==> src/rtl/elevator_request_scheduler_if.sv <==
// Signal bundle between the request scheduler and its neighbours: button levels,
// the controller's move decode, one-hot floor requests and the status outputs.
interface elevator_request_scheduler_if;
  logic [2:0] btn;
  logic       d2;
  logic       d1;
  logic       n;
  logic       u1;
  logic       u2;
  logic       r1;
  logic       r2;
  logic       r3;
  logic [1:0] floor;
  logic [2:0] pending;
  logic       door_open;
  logic       busy;
  logic       fault;

  modport slave (
    input  btn, d2, d1, n, u1, u2,
    output r1, r2, r3, floor, pending, door_open, busy, fault
  );

  modport master (
    output btn, d2, d1, n, u1, u2,
    input  r1, r2, r3, floor, pending, door_open, busy, fault
  );
endinterface

==> src/rtl/elevator_request_scheduler.sv <==
// SCAN request scheduler for a 3-floor car: latches button presses, issues one
// single-cycle floor request at a time, then times travel and door dwell.
//
// state   | meaning
// IDLE    | waiting for a pending request; serves the current floor directly
// REQ     | one cycle driving r<target>, sampling the move decode
// TRAVEL  | car moving, timer counts distance*TRAVEL_CYCLES
// DOOR    | door open at the served floor for DOOR_CYCLES
module elevator_request_scheduler #(
  parameter int TRAVEL_CYCLES = 8,
  parameter int DOOR_CYCLES   = 4,
  parameter int CNT_W         = 8
) (
  input  logic                          clk,
  input  logic                          reset,
  elevator_request_scheduler_if.slave   bus
);

  typedef enum logic [1:0] {S_IDLE, S_REQ, S_TRAVEL, S_DOOR} state_t;

  localparam logic [CNT_W-1:0] L_T1   = CNT_W'(TRAVEL_CYCLES);
  localparam logic [CNT_W-1:0] L_T2   = CNT_W'(2 * TRAVEL_CYCLES);
  localparam logic [CNT_W-1:0] L_DOOR = CNT_W'(DOOR_CYCLES);

  state_t           r_state, w_state_nxt;
  logic [1:0]       r_floor, w_floor_nxt;
  logic [1:0]       r_tgt, w_tgt_nxt;
  logic             r_dir_up, w_dir_up_nxt;
  logic [2:0]       r_pending, w_pending_nxt;
  logic [CNT_W-1:0] r_timer, w_timer_nxt;
  logic             r_fault, w_fault_nxt;

  logic [2:0] w_mask;
  logic       w_up_ok, w_dn_ok;
  logic [1:0] w_up_tgt, w_dn_tgt;
  logic [2:0] w_dest;
  logic       w_far;
  logic       w_legal;

  always_comb begin
    w_mask = 3'b000;
    case (r_floor)
      2'd1:    w_mask = 3'b001;
      2'd2:    w_mask = 3'b010;
      2'd3:    w_mask = 3'b100;
      default: w_mask = 3'b000;
    endcase
  end

  // Nearest pending floor above and below the car
  always_comb begin
    w_up_ok  = 1'b0;
    w_up_tgt = r_floor;
    w_dn_ok  = 1'b0;
    w_dn_tgt = r_floor;
    case (r_floor)
      2'd1: begin
        if (r_pending[1]) begin w_up_ok = 1'b1; w_up_tgt = 2'd2; end
        else if (r_pending[2]) begin w_up_ok = 1'b1; w_up_tgt = 2'd3; end
      end
      2'd2: begin
        if (r_pending[2]) begin w_up_ok = 1'b1; w_up_tgt = 2'd3; end
        if (r_pending[0]) begin w_dn_ok = 1'b1; w_dn_tgt = 2'd1; end
      end
      2'd3: begin
        if (r_pending[1]) begin w_dn_ok = 1'b1; w_dn_tgt = 2'd2; end
        else if (r_pending[0]) begin w_dn_ok = 1'b1; w_dn_tgt = 2'd1; end
      end
      default: ;
    endcase
  end

  // Destination floor implied by the controller's move decode
  always_comb begin
    w_dest = {1'b0, r_floor};
    w_far  = 1'b0;
    if (bus.d2) begin
      w_dest = w_dest - 3'd2;
      w_far  = 1'b1;
    end else if (bus.d1) begin
      w_dest = w_dest - 3'd1;
    end else if (bus.u1) begin
      w_dest = w_dest + 3'd1;
    end else if (bus.u2) begin
      w_dest = w_dest + 3'd2;
      w_far  = 1'b1;
    end
    w_legal = $onehot({bus.d2, bus.d1, bus.u1, bus.u2}) && !bus.n &&
              (w_dest != 3'd0) && (w_dest <= 3'd3);
  end

  always_comb begin
    w_state_nxt   = r_state;
    w_floor_nxt   = r_floor;
    w_tgt_nxt     = r_tgt;
    w_dir_up_nxt  = r_dir_up;
    w_timer_nxt   = r_timer;
    w_fault_nxt   = r_fault;
    w_pending_nxt = r_pending | (bus.btn & ~((r_state == S_DOOR) ? w_mask : 3'b000));
    case (r_state)
      S_IDLE: begin
        if ((r_pending & w_mask) != 3'b000) begin
          w_pending_nxt = w_pending_nxt & ~w_mask;
          w_timer_nxt   = L_DOOR;
          w_state_nxt   = S_DOOR;
        end else if (r_pending != 3'b000) begin
          if (r_dir_up) begin
            if (w_up_ok) w_tgt_nxt = w_up_tgt;
            else begin
              w_dir_up_nxt = 1'b0;
              w_tgt_nxt    = w_dn_tgt;
            end
          end else begin
            if (w_dn_ok) w_tgt_nxt = w_dn_tgt;
            else begin
              w_dir_up_nxt = 1'b1;
              w_tgt_nxt    = w_up_tgt;
            end
          end
          w_state_nxt = S_REQ;
        end
      end
      S_REQ: begin
        if (w_legal) begin
          w_floor_nxt = w_dest[1:0];
          w_timer_nxt = w_far ? L_T2 : L_T1;
          w_state_nxt = S_TRAVEL;
        end else begin
          // Target bit is left pending so the next IDLE pass retries it
          w_fault_nxt = 1'b1;
          w_state_nxt = S_IDLE;
        end
      end
      S_TRAVEL: begin
        w_timer_nxt = r_timer - 1'b1;
        if (r_timer == CNT_W'(1)) begin
          w_pending_nxt = w_pending_nxt & ~w_mask;
          w_timer_nxt   = L_DOOR;
          w_state_nxt   = S_DOOR;
        end
      end
      S_DOOR: begin
        w_timer_nxt = r_timer - 1'b1;
        if (r_timer == CNT_W'(1)) w_state_nxt = S_IDLE;
      end
      default: w_state_nxt = S_IDLE;
    endcase
  end

  always_ff @(posedge clk or posedge reset) begin
    if (reset) begin
      r_state   <= S_IDLE;
      r_floor   <= 2'd1;
      r_tgt     <= 2'd1;
      r_dir_up  <= 1'b1;
      r_pending <= 3'b000;
      r_timer   <= '0;
      r_fault   <= 1'b0;
    end else begin
      r_state   <= w_state_nxt;
      r_floor   <= w_floor_nxt;
      r_tgt     <= w_tgt_nxt;
      r_dir_up  <= w_dir_up_nxt;
      r_pending <= w_pending_nxt;
      r_timer   <= w_timer_nxt;
      r_fault   <= w_fault_nxt;
    end
  end

  assign bus.r1        = (r_state == S_REQ) && (r_tgt == 2'd1);
  assign bus.r2        = (r_state == S_REQ) && (r_tgt == 2'd2);
  assign bus.r3        = (r_state == S_REQ) && (r_tgt == 2'd3);
  assign bus.floor     = r_floor;
  assign bus.pending   = r_pending;
  assign bus.door_open = (r_state == S_DOOR);
  assign bus.busy      = (r_state != S_IDLE);
  assign bus.fault     = r_fault;

endmodule

==> src/flat_wrapper.sv <==
// flat-port wrapper written by rule: the top's interface ports become plain ports
module elevator_request_scheduler_flat 
#(
  parameter int TRAVEL_CYCLES = 8,
  parameter int DOOR_CYCLES   = 4,
  parameter int CNT_W         = 8
)
  (clk, reset, bus_btn, bus_d2, bus_d1, bus_n, bus_u1, bus_u2, bus_r1, bus_r2, bus_r3, bus_floor, bus_pending, bus_door_open, bus_busy, bus_fault);
  elevator_request_scheduler_if bus_i ();
  input  logic clk;
  input  logic reset;
  input wire logic [$bits(bus_i.btn)-1:0] bus_btn;
  input wire logic [$bits(bus_i.d2)-1:0] bus_d2;
  input wire logic [$bits(bus_i.d1)-1:0] bus_d1;
  input wire logic [$bits(bus_i.n)-1:0] bus_n;
  input wire logic [$bits(bus_i.u1)-1:0] bus_u1;
  input wire logic [$bits(bus_i.u2)-1:0] bus_u2;
  output wire logic [$bits(bus_i.r1)-1:0] bus_r1;
  output wire logic [$bits(bus_i.r2)-1:0] bus_r2;
  output wire logic [$bits(bus_i.r3)-1:0] bus_r3;
  output wire logic [$bits(bus_i.floor)-1:0] bus_floor;
  output wire logic [$bits(bus_i.pending)-1:0] bus_pending;
  output wire logic [$bits(bus_i.door_open)-1:0] bus_door_open;
  output wire logic [$bits(bus_i.busy)-1:0] bus_busy;
  output wire logic [$bits(bus_i.fault)-1:0] bus_fault;
  assign bus_i.btn = bus_btn;
  assign bus_i.d2 = bus_d2;
  assign bus_i.d1 = bus_d1;
  assign bus_i.n = bus_n;
  assign bus_i.u1 = bus_u1;
  assign bus_i.u2 = bus_u2;
  assign bus_r1 = bus_i.r1;
  assign bus_r2 = bus_i.r2;
  assign bus_r3 = bus_i.r3;
  assign bus_floor = bus_i.floor;
  assign bus_pending = bus_i.pending;
  assign bus_door_open = bus_i.door_open;
  assign bus_busy = bus_i.busy;
  assign bus_fault = bus_i.fault;
  elevator_request_scheduler #(.TRAVEL_CYCLES(TRAVEL_CYCLES), .DOOR_CYCLES(DOOR_CYCLES), .CNT_W(CNT_W)) u_core (.clk(clk), .reset(reset), .bus(bus_i));
endmodule
==> config.mk <==
export PLATFORM = sky130hd
export DESIGN_NAME = elevator_request_scheduler_flat
export DESIGN_NICKNAME = d
export VERILOG_FILES = /design/src/rtl/elevator_request_scheduler_if.sv /design/src/rtl/elevator_request_scheduler.sv /design/src/flat_wrapper.sv
export SDC_FILE = /design/constraint.sdc
export NUM_CORES = 1
export LEC_CHECK = 0
export BUFFER_PORTS_ARGS = -buffer_cell sky130_fd_sc_hd__buf_2
export CAP_MARGIN = 20
export CORE_MARGIN = 2
export CORE_UTILIZATION = 35
export CTS_BUF_LIST = sky130_fd_sc_hd__clkbuf_4 sky130_fd_sc_hd__clkbuf_8 sky130_fd_sc_hd__clkbuf_16
export CTS_CLUSTER_DIAMETER = 30
export DETAILED_ROUTE_END_ITERATION = 7
export PLACE_DENSITY = 0.65
export SETUP_SLACK_MARGIN = 0.05
export SYNTH_ARGS = -nofsm -noshare
export SYNTH_HDL_FRONTEND = slang
export SYNTH_SLANG_ARGS = --single-unit
==> constraint.sdc <==
create_clock -name clk -period 3.1 [get_ports clk]
set_input_delay 0.31 -clock clk [delete_from_list [all_inputs] [get_ports clk]]
set_output_delay 0.31 -clock clk [all_outputs]
set_load 0.05 [all_outputs]
Word level (Yosys, flattened, before mapping)
Index checks and enable logic that the tools add are counted.
{"block": "totals", "out_inout_bits": 11, "inputBits": 10, "regBits": 19}
{"block": "op_classes", "eq_ne": 16, "addsub": 8, "n_reduce_logical": 17, "mux": 42, "bitwise_logic": 8, "n_lt_le_gt_ge": 1}
{"op": "$pmux W8 S4", "count": 1}
{"op": "$mux W2", "count": 12}
{"op": "$mux W8", "count": 3}
{"op": "$mux W3", "count": 7}
{"op": "$eq A2 B2 Y1 const B", "count": 6}
{"op": "$mux W1", "count": 11}
{"op": "$and A3 B3 Y3", "count": 3}
{"op": "$pmux W3 S3", "count": 1}
{"op": "$reduce_bool A3 Y1", "count": 3}
{"op": "$eq A8 B1 Y1 const B", "count": 1}
{"op": "$ne A2 B1 Y1 const B", "count": 4}
{"op": "$pmux W2 S2", "count": 2}
{"op": "$pmux W2 S4", "count": 1}
{"op": "$sub A8 B1 Y8 const B", "count": 1}
{"op": "$eq A2 B1 Y1 const B", "count": 3}
{"op": "$logic_and A1 B1 Y1", "count": 6}
{"op": "$not A3 Y3", "count": 2}
{"op": "$pmux W3 S2", "count": 1}
{"op": "$reduce_and A2 Y1", "count": 3}
{"op": "$reduce_and A3 Y1", "count": 2}
{"op": "$mux W5", "count": 1}
{"op": "$add A1 B1 Y2", "count": 2}
{"op": "$pmux W1 S2", "count": 2}
{"op": "$add A2 B1 Y3 const B", "count": 1}
{"op": "12 further kinds", "count": 13}

Depth between registers and ports, before layout
Gate-level depths: netlist of the first run.
{"block": "logic_depth", "depth_word": 10, "ltp_mapped": 10}

Least setup slack after synthesis of the first run
No wires, ideal clock.
{"block": "synth_timing", "path_kind": "input -> register", "from": "input port bus_u1", "to": "register u_core.r_timer[4]", "setup_slack_ns": 0.402, "arrival_ns": 2.562, "path_buffers": 0, "cell_stages": 10, "cell_sequence": "inv_1 ha_1 inv_1 ha_1 fa_1 or4b_4 a211oi_4 a41oi_1 o211ai_1 o31ai_1"}
{"block": "synth_via", "elab_chain_cells": 8, "word_cells_on_any_way": 19, "classes_between": "add/sub (2); order compare (1); eq/ne (2); mux (9); reduce/logical (5)"}
{"item": "start: declaration", "line_no": "flat_wrapper.sv:16", "text": "input wire logic [$bits(bus_i.u1)-1:0] bus_u1;"}
{"item": "$add A1 B1 Y2 (not written as such) / $mux W3 (equally long branches)", "line_no": "elevator_request_scheduler.sv:88, elevator_request_scheduler.sv:82"}
{"item": "$add A3 B3 Y3 (not written as such) / $mux W3 (equally long branches)", "line_no": "elevator_request_scheduler.sv:88, elevator_request_scheduler.sv:80"}
{"item": "$eq A3 B1 Y1 / $mux W3 (equally long branches)", "line_no": "elevator_request_scheduler.sv:88, elevator_request_scheduler.sv:77"}
{"item": "$logic_and A1 B1 Y1 / $reduce_bool A3 Y1 (equally long branches)", "line_no": "elevator_request_scheduler.sv:88, elevator_request_scheduler.sv:89"}
{"item": "$logic_and A1 B1 Y1", "line_no": "elevator_request_scheduler.sv:88", "text": "w_legal = $onehot({bus.d2, bus.d1, bus.u1, bus.u2}) && !bus.n &&"}
{"item": "$logic_and A1 B1 Y1", "line_no": "elevator_request_scheduler.sv:89", "text": "(w_dest != 3'd0) && (w_dest <= 3'd3);"}
{"item": "$ne A2 B1 Y1 (no source line)"}
{"item": "$reduce_and A2 Y1 (no source line)"}
{"item": "end signal: assignment", "line_no": "elevator_request_scheduler.sv:165", "text": "r_timer <= w_timer_nxt;"}
{"item": "end: declaration", "line_no": "elevator_request_scheduler.sv:30", "text": "logic [CNT_W-1:0] r_timer, w_timer_nxt;"}
Parallel ways exist; a longest one is shown, timed or not. The select of a mux whose other input is x is not followed.
A chain may end at the register's enable or synchronous reset.

Worst setup path in the final report of the first run
{"block": "layout_timing", "from": "input port bus_u1", "to": "register u_core.r_timer[5]"}
{"block": "layout_via", "elab_chain_cells": 8, "word_cells_on_any_way": 13, "classes_between": "add/sub (2); order compare (1); eq/ne (2); mux (3); reduce/logical (5)"}
{"item": "$add A1 B1 Y2 (not written as such) / $mux W3 (equally long branches)", "line_no": "elevator_request_scheduler.sv:88, elevator_request_scheduler.sv:82"}
{"item": "$add A3 B3 Y3 (not written as such) / $mux W3 (equally long branches)", "line_no": "elevator_request_scheduler.sv:88, elevator_request_scheduler.sv:80"}
{"item": "$eq A3 B1 Y1 / $mux W3 (equally long branches)", "line_no": "elevator_request_scheduler.sv:88, elevator_request_scheduler.sv:77"}
{"item": "$logic_and A1 B1 Y1 / $reduce_bool A3 Y1 (equally long branches)", "line_no": "elevator_request_scheduler.sv:88, elevator_request_scheduler.sv:89"}
{"item": "$logic_and A1 B1 Y1", "line_no": "elevator_request_scheduler.sv:88"}
{"item": "$logic_and A1 B1 Y1 (*)", "line_no": "elevator_request_scheduler.sv:89"}
{"item": "$ne A2 B1 Y1 (no source line) (*)"}
{"item": "$reduce_and A2 Y1 (no source line) (*)"}
Every way passes the cells marked *; elsewhere a longest branch is shown, timed or not.

==> results.toml, run 1 <==
[logic_synthesis]
yosysSeqAreaShare_pct = 31.7
syn_area_per_cell_um2 = 8.94
synth_top_cell_area_share_pct = 26.5
syn_nets = 194
syn_area_um2 = 1510
synth_flop_cell = "dfrtp_1"
synthCells = 169
yosysWarnings = 0
synth_edf_count = 0
synth_area_leader_cell = "dfrtp_1"
ys_types = 55
ys_top_cells_by_area = "dfrtp_1 26%, ha_1 12%, dfstp_2 5.2%, a21oi_1 4.0%, nand2_1 3.7%"
synthArstFlopShare_pct = 100
ys_seq_elements = 19

[final_layout]
mostFrequentLayoutCells = "20 x buf_2, 16 x dfrtp_1, 15 x nand2_1"
nFillCells = 435
ff_latch_area_um2 = 479
diodes = 0
syn_to_final_growth_pct = 14.2
layout_commonest_cell = "buf_2"
drive_above_1_share_pct = 22.9
multi_input_area_um2 = 963
final_util_pct = 42.2
final_nets = 218
design_area_um2 = 1730

[power]
vdd_drop_max_mv = 0.249
pwr_density_cell_nw_per_um2 = 287
total_power_uw = 496
power.leakage_nw = 0.780

[floorplanning]
die_y_um = 69.7
ios = 21
initial_core_util_pct = 37.0
fp.dieW_um = 69.7
coreArea_um2 = 4090
rows = 23
dieArea_um2 = 4860

[run]
cap_violations = 0

[grt]
grt_util_met1_pct = 21.0
grt_pass1_wl_um = 5820
met3_usage_pct = 3.05
grt_start_max_net_pins = 20
use_met2_pct = 22.2
grt_pass1_vias = 1241
grt_usage_pct = 14.5
grt-busiest-layer = "met2"
overflow = 0
antenna_found_initial = 0

[setup_path]
critPathArrivalTime_ps = 2870
cp-start-kind = "input pin"
worstPathRequired_ps = 3210
cp_max_fo = 6
critPathKind = "in -> reg"
end_kind = "register"

[routing]
postRouteAntennaNets = 0
drcViolationCount = 0
vias = 1298
drt_pre_antenna_iters = 4
routedWlPerCell_um = 13.5
drt_iter0_markers = 55
finalWirelength_um = 3270
via_per_inst = 5.36

[cts]
cts_resized = 0
clock-sinks = 19
path_clk_slew_ps = 70
clk-insertion-delay-late_ps = 250
cts-htree-levels = 1
clock-root-buffer = "clkbuf_8"
hold_buffers = 0
cts_inserted_buffers = 3
cts_buffer_depth = 2
cts_tree = "yes"
post-cts-setup-buffers = 0

[sta]
relSlewSlack_pct = 53.1
rsz0062_at_grt = "no"
fmax_mhz = 361
fin_crit_ps = 2770
hold_violations = 0
timing.final.crit_share_pct = 89.2
holdWs_ps = 156
tns_ps = 0
tightest_slew_ps = 702
final-setup-viol-count = 0
drv_slew = 0
finClkSkew_ps = 0.757

[placed_design]
gp_congestion = 0.843
port_buffers = 20
place_area_um2 = 1680
hpwl_um = 2540

[min_path]
min_path_type = "in -> async"

[run_status]
status = "finished clean"
cells by family (layout without fill, tap and decap cells):
kind of cell	after synthesis	after routing	synth area share, %
xor+xnor	2	2	1.16
mux	3	3	1.99
fa+ha+maj	15	15	12.9
buf+inv	18	41	4.55
simple gates	54	54	19.7
flops	19	19	31.7
compound gates	58	58	28.0
registers in the layout, indices dropped and copies added (netlist names):
name,flops
u_core.bus.fault,1
u_core.bus.floor,2
u_core.bus.pending,3
u_core.r_dir_up,1
u_core.r_state,2
u_core.r_tgt,2
u_core.r_timer,8
cell usage after synthesis (3+ instances only):
cell type	n
o21ai_0	3
ha_1	14
inv_1	14
nand2b_1	3
o211ai_1	3
nor2_1	13
nor3_1	4
nand2_1	15
o22ai_1	3
a31oi_1	6
dfrtp_1	16
o21ai_1	6
dfstp_2	3
o21a_1	3
a21oi_1	12
mux2i_1	3
layout make-up:
cell class | count | share of cell area [%]
Sequential cell | 19 | 27.8
Inverter | 15 | 3.26
Clock buffer | 4 | 2.83
Multi-Input combinational cell | 132 | 55.8
Tap cell | 50 | 3.63
Timing Repair Buffer | 22 | 6.67
through the flow:
step	setup slack [ps]	instances
3_3_place_gp	119	238
4_1_cts	315	242
6_report	333	242
2_1_floorplan	402	169
3_5_place_dp	35.9	238
5_1_grt	108	242
critical path: stages:
cell and delay [ps]:
buf_2 130, inv_1 90, ha_1 270, inv_1 40
ha_1 190, fa_1 420, or4b_4 560, a211oi_4 270
a41oi_1 250, o21ai_2 210, o22ai_1 130
power breakdown:
group	internal, mW	switching [mW]
clock network	0.100	0.0779
logic	0.0240	0.0354
registers	0.255	0.00395
total	0.379	0.117
worst paths after layout:
check | start | endpoint | slack [ps] | depth (start not counted)
max | bus_u1 | u_core.r_timer[5]$_DFFE_PP0P_ | 330 | 11
min | reset | u_core.bus.fault$_DFFE_PP0P_ | 160 | 2
max reg2reg | u_core.bus.floor[0]$_DFFE_PP1P_ | u_core.r_timer[2]$_DFFE_PP0P_ | 530 | 7
min reg2reg | u_core.r_timer[6]$_DFFE_PP0P_ | u_core.r_timer[6]$_DFFE_PP0P_ | 480 | 1
max in group asynchronous | reset | u_core.r_timer[4]$_DFFE_PP0P_ | 2500 | 2
min in group clk | bus_btn[2] | u_core.bus.pending[2]$_DFF_PP0_ | 310 | 3
routing by layer:
layer | wire length, um | part of all wire [%]
met2 | 1470 | 45
met4 | 31 | 0.95
met3 | 131 | 4.0
met5 | 0 | 0
met1 | 1630 | 50
Power figures use the tool's default switching activity.
==> run 2, diff against run 1 <==
RECOVER_POWER = 50   (was unset)
==> run 2 against run 1 <==
Net effect: clock power is essentially flat; sequential share of layout area grew 0.10 points; flip-flop and latch count is the same; cell area shrank 0.36%; global-route usage is the same; hold slack is essentially flat; non-clock buffer count is the same; via count is essentially flat; clock skew is essentially flat; critical path type unchanged; highest routed layer unchanged.
==> results.toml, run 2 (same netlist as run 1, synthesis figures left out) <==
[grt]
grt_start_max_net_pins = 20
overflow = 0
grt_pass1_vias = 1241
grt_pass1_wl_um = 5820
antenna_found_initial = 0
grt_usage_pct = 14.5

[power]
pwr_density_cell_nw_per_um2 = 288
power.leakage_nw = 0.771
vdd_drop_max_mv = 0.248
total_power_uw = 496

[setup_path]
ff2ff_path_depth = 7
r2r_end = "u_core.r_timer[2]$_DFFE_PP0P_"
r2r_setup_slack_ps = 530
end_kind = "register"
critPathKind = "in -> reg"
reg2reg_from = "u_core.bus.floor[0]$_DFFE_PP1P_"
cp_max_fo = 6
worstPathRequired_ps = 3210
cp-start-kind = "input pin"
critPathArrivalTime_ps = 2870

[placed_design]
dp.cells = 238
hpwl_um = 2540
port_buffers = 20
gp_congestion = 0.843

[sta]
hold_violations = 0
final-setup-viol-count = 0
tns_ps = 0
drv_slew = 0
fin_crit_ps = 2760
finClkSkew_ps = 0.795
relSlewSlack_pct = 53.1
tightest_slew_ps = 703
rsz0062_at_grt = "no"
timing.final.crit_share_pct = 89.2
fmax_mhz = 362

[run_status]
status = "finished clean"

[final_layout]
nFillCells = 437
largest_reg_flops = 8
regMostFlops = "u_core.r_timer"
fin_cells = 242
final_nets = 218
layout_commonest_cell = "dfrtp_1"
mostFrequentLayoutCells = "16 x dfrtp_1, 15 x nand2_1, 15 x buf_2"
diodes = 0
final_util_pct = 42.1
drive_above_1_share_pct = 20.3
syn_to_final_growth_pct = 13.7

[cts]
clk-insertion-delay-late_ps = 250
clock-sinks = 19
hold_buffers = 0
clock-root-buffer = "clkbuf_8"
cts_tree = "yes"
cts-htree-levels = 1
cts_resized = 0
path_clk_slew_ps = 70
cts_buffer_depth = 2
cts_inserted_buffers = 3
post-cts-setup-buffers = 0

[floorplanning]
fp.dieW_um = 69.7
rows = 23
initial_core_util_pct = 37.0
dieArea_um2 = 4860
die_y_um = 69.7
coreArea_um2 = 4090
ios = 21

[min_path]
min_path_type = "in -> async"

[routing]
finalWirelength_um = 3260
via_per_inst = 5.37
drt_pre_antenna_iters = 4
routedWlPerCell_um = 13.5
drcViolationCount = 0
postRouteAntennaNets = 0
vias = 1299
drt_iter0_markers = 47

[run]
cap_violations = 0
-- run 2: cell count changes in the layout (fill, tap and decap cells not counted) --
cell	change
clkbuf_1	+5
buf_2	-5
-- run 2: where the power goes --
group,switching [mW],total (mW),internal [mW]
combinational,0.0354,0.0589,0.0236
sequential,0.00401,0.259,0.255
clock,0.0779,0.178,0.100
total,0.117,0.496,0.378
-- run 2: per-stage QoR --
stage,hold slack (ps),worst slack [ps],cell area (um^2)
after floorplan,259,402,1510
after global placement,462,119,1680
after detailed placement,466,35.9,1680
after CTS,188,315,1730
after global routing,214,108,1720
final,157,335,1720
-- run 2: cell type report --
type                            instances  area, um^2  area share, %
Tap cell                               50        62.6           3.64
Timing Repair Buffer                   22         109           6.33
Clock buffer                            4        48.8           2.84
Multi-Input combinational cell        132         963           56.0
Inverter                               15        56.3           3.28
Sequential cell                        19         479           27.9
-- run 2: critical path, cell delays in order --
cell and delay [ps]:
buf_2 130, inv_1 90, ha_1 270, inv_1 40, ha_1 190, fa_1 420
or4b_4 560, a211oi_4 270, a41oi_1 250, o21ai_2 210, o22ai_1 130
-- run 2: layer usage --
metal	track usage (%)	share of wire, %	vias up
li1	-	-	662
met1	21.0	50	605
met2	22.2	45	30
met3	3.05	4.3	2
met4	3.21	0.95	0
met5	0	0	-
-- run 2: worst max path at each step --
stage               slack, ps                             to  startpoint  cells past startpoint
floorplan                 400  u_core.r_timer[4]$_DFFE_PP0P_      bus_u1                     10
global placement          120  u_core.r_timer[5]$_DFFE_PP0P_      bus_u1                     11
detailed placement         40  u_core.r_timer[5]$_DFFE_PP0P_      bus_u1                     11
CTS                       310  u_core.r_timer[5]$_DFFE_PP0P_      bus_u1                     11
global route              110  u_core.r_timer[0]$_DFFE_PP0P_      bus_u1                     11
finish                    340  u_core.r_timer[5]$_DFFE_PP0P_      bus_u1                     11
==> run 3, diff against run 2 <==
CELL_PAD_IN_SITES_DETAIL_PLACEMENT = 1   (was unset)
CELL_PAD_IN_SITES_GLOBAL_PLACEMENT = 1   (was unset)
PLACE_DENSITY = 0.78   (was 0.65)
==> run 3 against run 2 <==
Net effect: wire length is 20% higher; combinational power is 4.9% higher; maximum frequency is 0.65% lower; clock power is 4% higher.
==> results.toml, run 3 (same netlist as run 1, synthesis figures left out) <==
[run_status]
status = "finished clean"

[cts]
cts_tree = "yes"
cts_inserted_buffers = 3
cts_buffer_depth = 2
cts-htree-levels = 1
path_clk_slew_ps = 70
clock-root-buffer = "clkbuf_8"
post-cts-setup-buffers = 0
hold_buffers = 0
clock-sinks = 19
clk-insertion-delay-late_ps = 260
cts_resized = 0

[setup_path]
cp_max_fo = 6
critical-path-top-delay-family = "adder cells"
critPathBufInv = 3
critPathArrivalTime_ps = 2890
worstPathRequired_ps = 3210
cp-start-kind = "input pin"
end_kind = "register"
slowest_stage = "or4b_4"
crit_chain = "buf_2 > inv_1 > ha_1 > inv_1 > ha_1 > fa_1 > or4b_4 > a211oi_4 > a41oi_1 > o21ai_2 > o22ai_1"
critPathKind = "in -> reg"
crit_path_max_incr_delay_ps = 560

[grt]
grt_pass1_wl_um = 6770
grt_usage_pct = 17.2
antenna_found_initial = 0
overflow = 0
grt_start_max_net_pins = 20
grt_pass1_vias = 1433

[final_layout]
drive_above_1_share_pct = 20.3
syn_to_final_growth_pct = 13.7
layout_commonest_cell = "dfrtp_1"
ff_latch_area_um2 = 479
diodes = 0
design_area_um2 = 1720
final_nets = 218
regMostFlops = "u_core.r_timer"
mostFrequentLayoutCells = "16 x dfrtp_1, 15 x nand2_1, 15 x buf_2"
nFillCells = 501
multi_input_area_um2 = 963
largest_reg_flops = 8

[sta]
fin_crit_ps = 2780
layout_setup_ws_ps = 317
fmax_mhz = 359
drv_slew = 0
timing.final.crit_share_pct = 89.8
tns_ps = 0
rsz0062_at_grt = "no"
hold_violations = 0
tightest_slew_ps = 742
final-setup-viol-count = 0
finClkSkew_ps = 2.70
relSlewSlack_pct = 50.4

[placed_design]
place_ws_ps = 21.3
place_area_um2 = 1680
gp_congestion = 0.839
port_buffers = 20
hpwl_um = 2920

[routing]
drt_iter0_markers = 31
drcViolationCount = 0
drt_pre_antenna_iters = 4
finalWirelength_um = 3920
vias = 1355
via_per_inst = 5.60
postRouteAntennaNets = 0
routedWlPerCell_um = 16.2

[power]
vdd_drop_max_mv = 0.107
power.leakage_nw = 0.770
pwr_density_cell_nw_per_um2 = 294

[min_path]
min_path_type = "in -> async"

[floorplanning]
coreArea_um2 = 4090
initial_core_util_pct = 37.0
rows = 23
dieArea_um2 = 4860
die_y_um = 69.7
fp.dieW_um = 69.7
ios = 21

[run]
cap_violations = 0
run 3: where the power goes:
| part | total (mW) | switching, mW | internal (mW) |
|---|---|---|---|
| Clock | 0.185 | 0.0852 | 0.100 |
| Combinational | 0.0618 | 0.0372 | 0.0246 |
| Sequential | 0.259 | 0.00410 | 0.255 |
| Total | 0.506 | 0.126 | 0.380 |
run 3: metal layers:
layer	track usage (%)	part of all wire (%)	wire [um]	up-vias
li1	-	-	-	662
met1	21.7	48	1870	666
met2	30.8	48	1900	23
met3	1.45	2.6	101	4
met4	5.77	1.1	43	0
met5	0	0	0	-
run 3: layout make-up:
type | instances | share of cell area (%)
multi-input cells | 132 | 56.0
flip-flops and latches | 19 | 27.9
repair buffers | 22 | 6.33
inverters | 15 | 3.28
well taps | 50 | 3.64
clock buffers | 4 | 2.84
run 3: per-stage QoR:
stage | utilization (%) | power (mW) | instances | hold slack [ps]
6_report | 42.1 | 0.506 | 242 | 170
5_1_grt | 42.1 | 0.529 | 242 | 231
4_1_cts | 42.2 | 0.513 | 242 | 192
3_5_place_dp | 41.0 | 0.327 | 238 | 459
3_3_place_gp | 41.0 | 0.324 | 238 | 461
2_1_floorplan | - | 0.304 | 169 | 259
run 3: final timing paths:
| path | startpoint | endpoint | slack (ps) | depth (start not counted) |
|---|---|---|---|---|
| setup reg to reg | u_core.bus.floor[0]$_DFFE_PP1P_ | u_core.r_timer[2]$_DFFE_PP0P_ | 460 | 7 |
| setup / recovery | bus_u1 | u_core.r_timer[5]$_DFFE_PP0P_ | 320 | 11 |
| hold / removal | reset | u_core.r_timer[6]$_DFFE_PP0P_ | 170 | 2 |
| hold reg to reg | u_core.bus.fault$_DFFE_PP0P_ | u_core.bus.fault$_DFFE_PP0P_ | 480 | 1 |
| min in group clk | bus_btn[2] | u_core.bus.pending[2]$_DFF_PP0_ | 300 | 3 |
| max in group asynchronous | reset | u_core.r_tgt[1]$_DFFE_PP0P_ | 2470 | 2 |
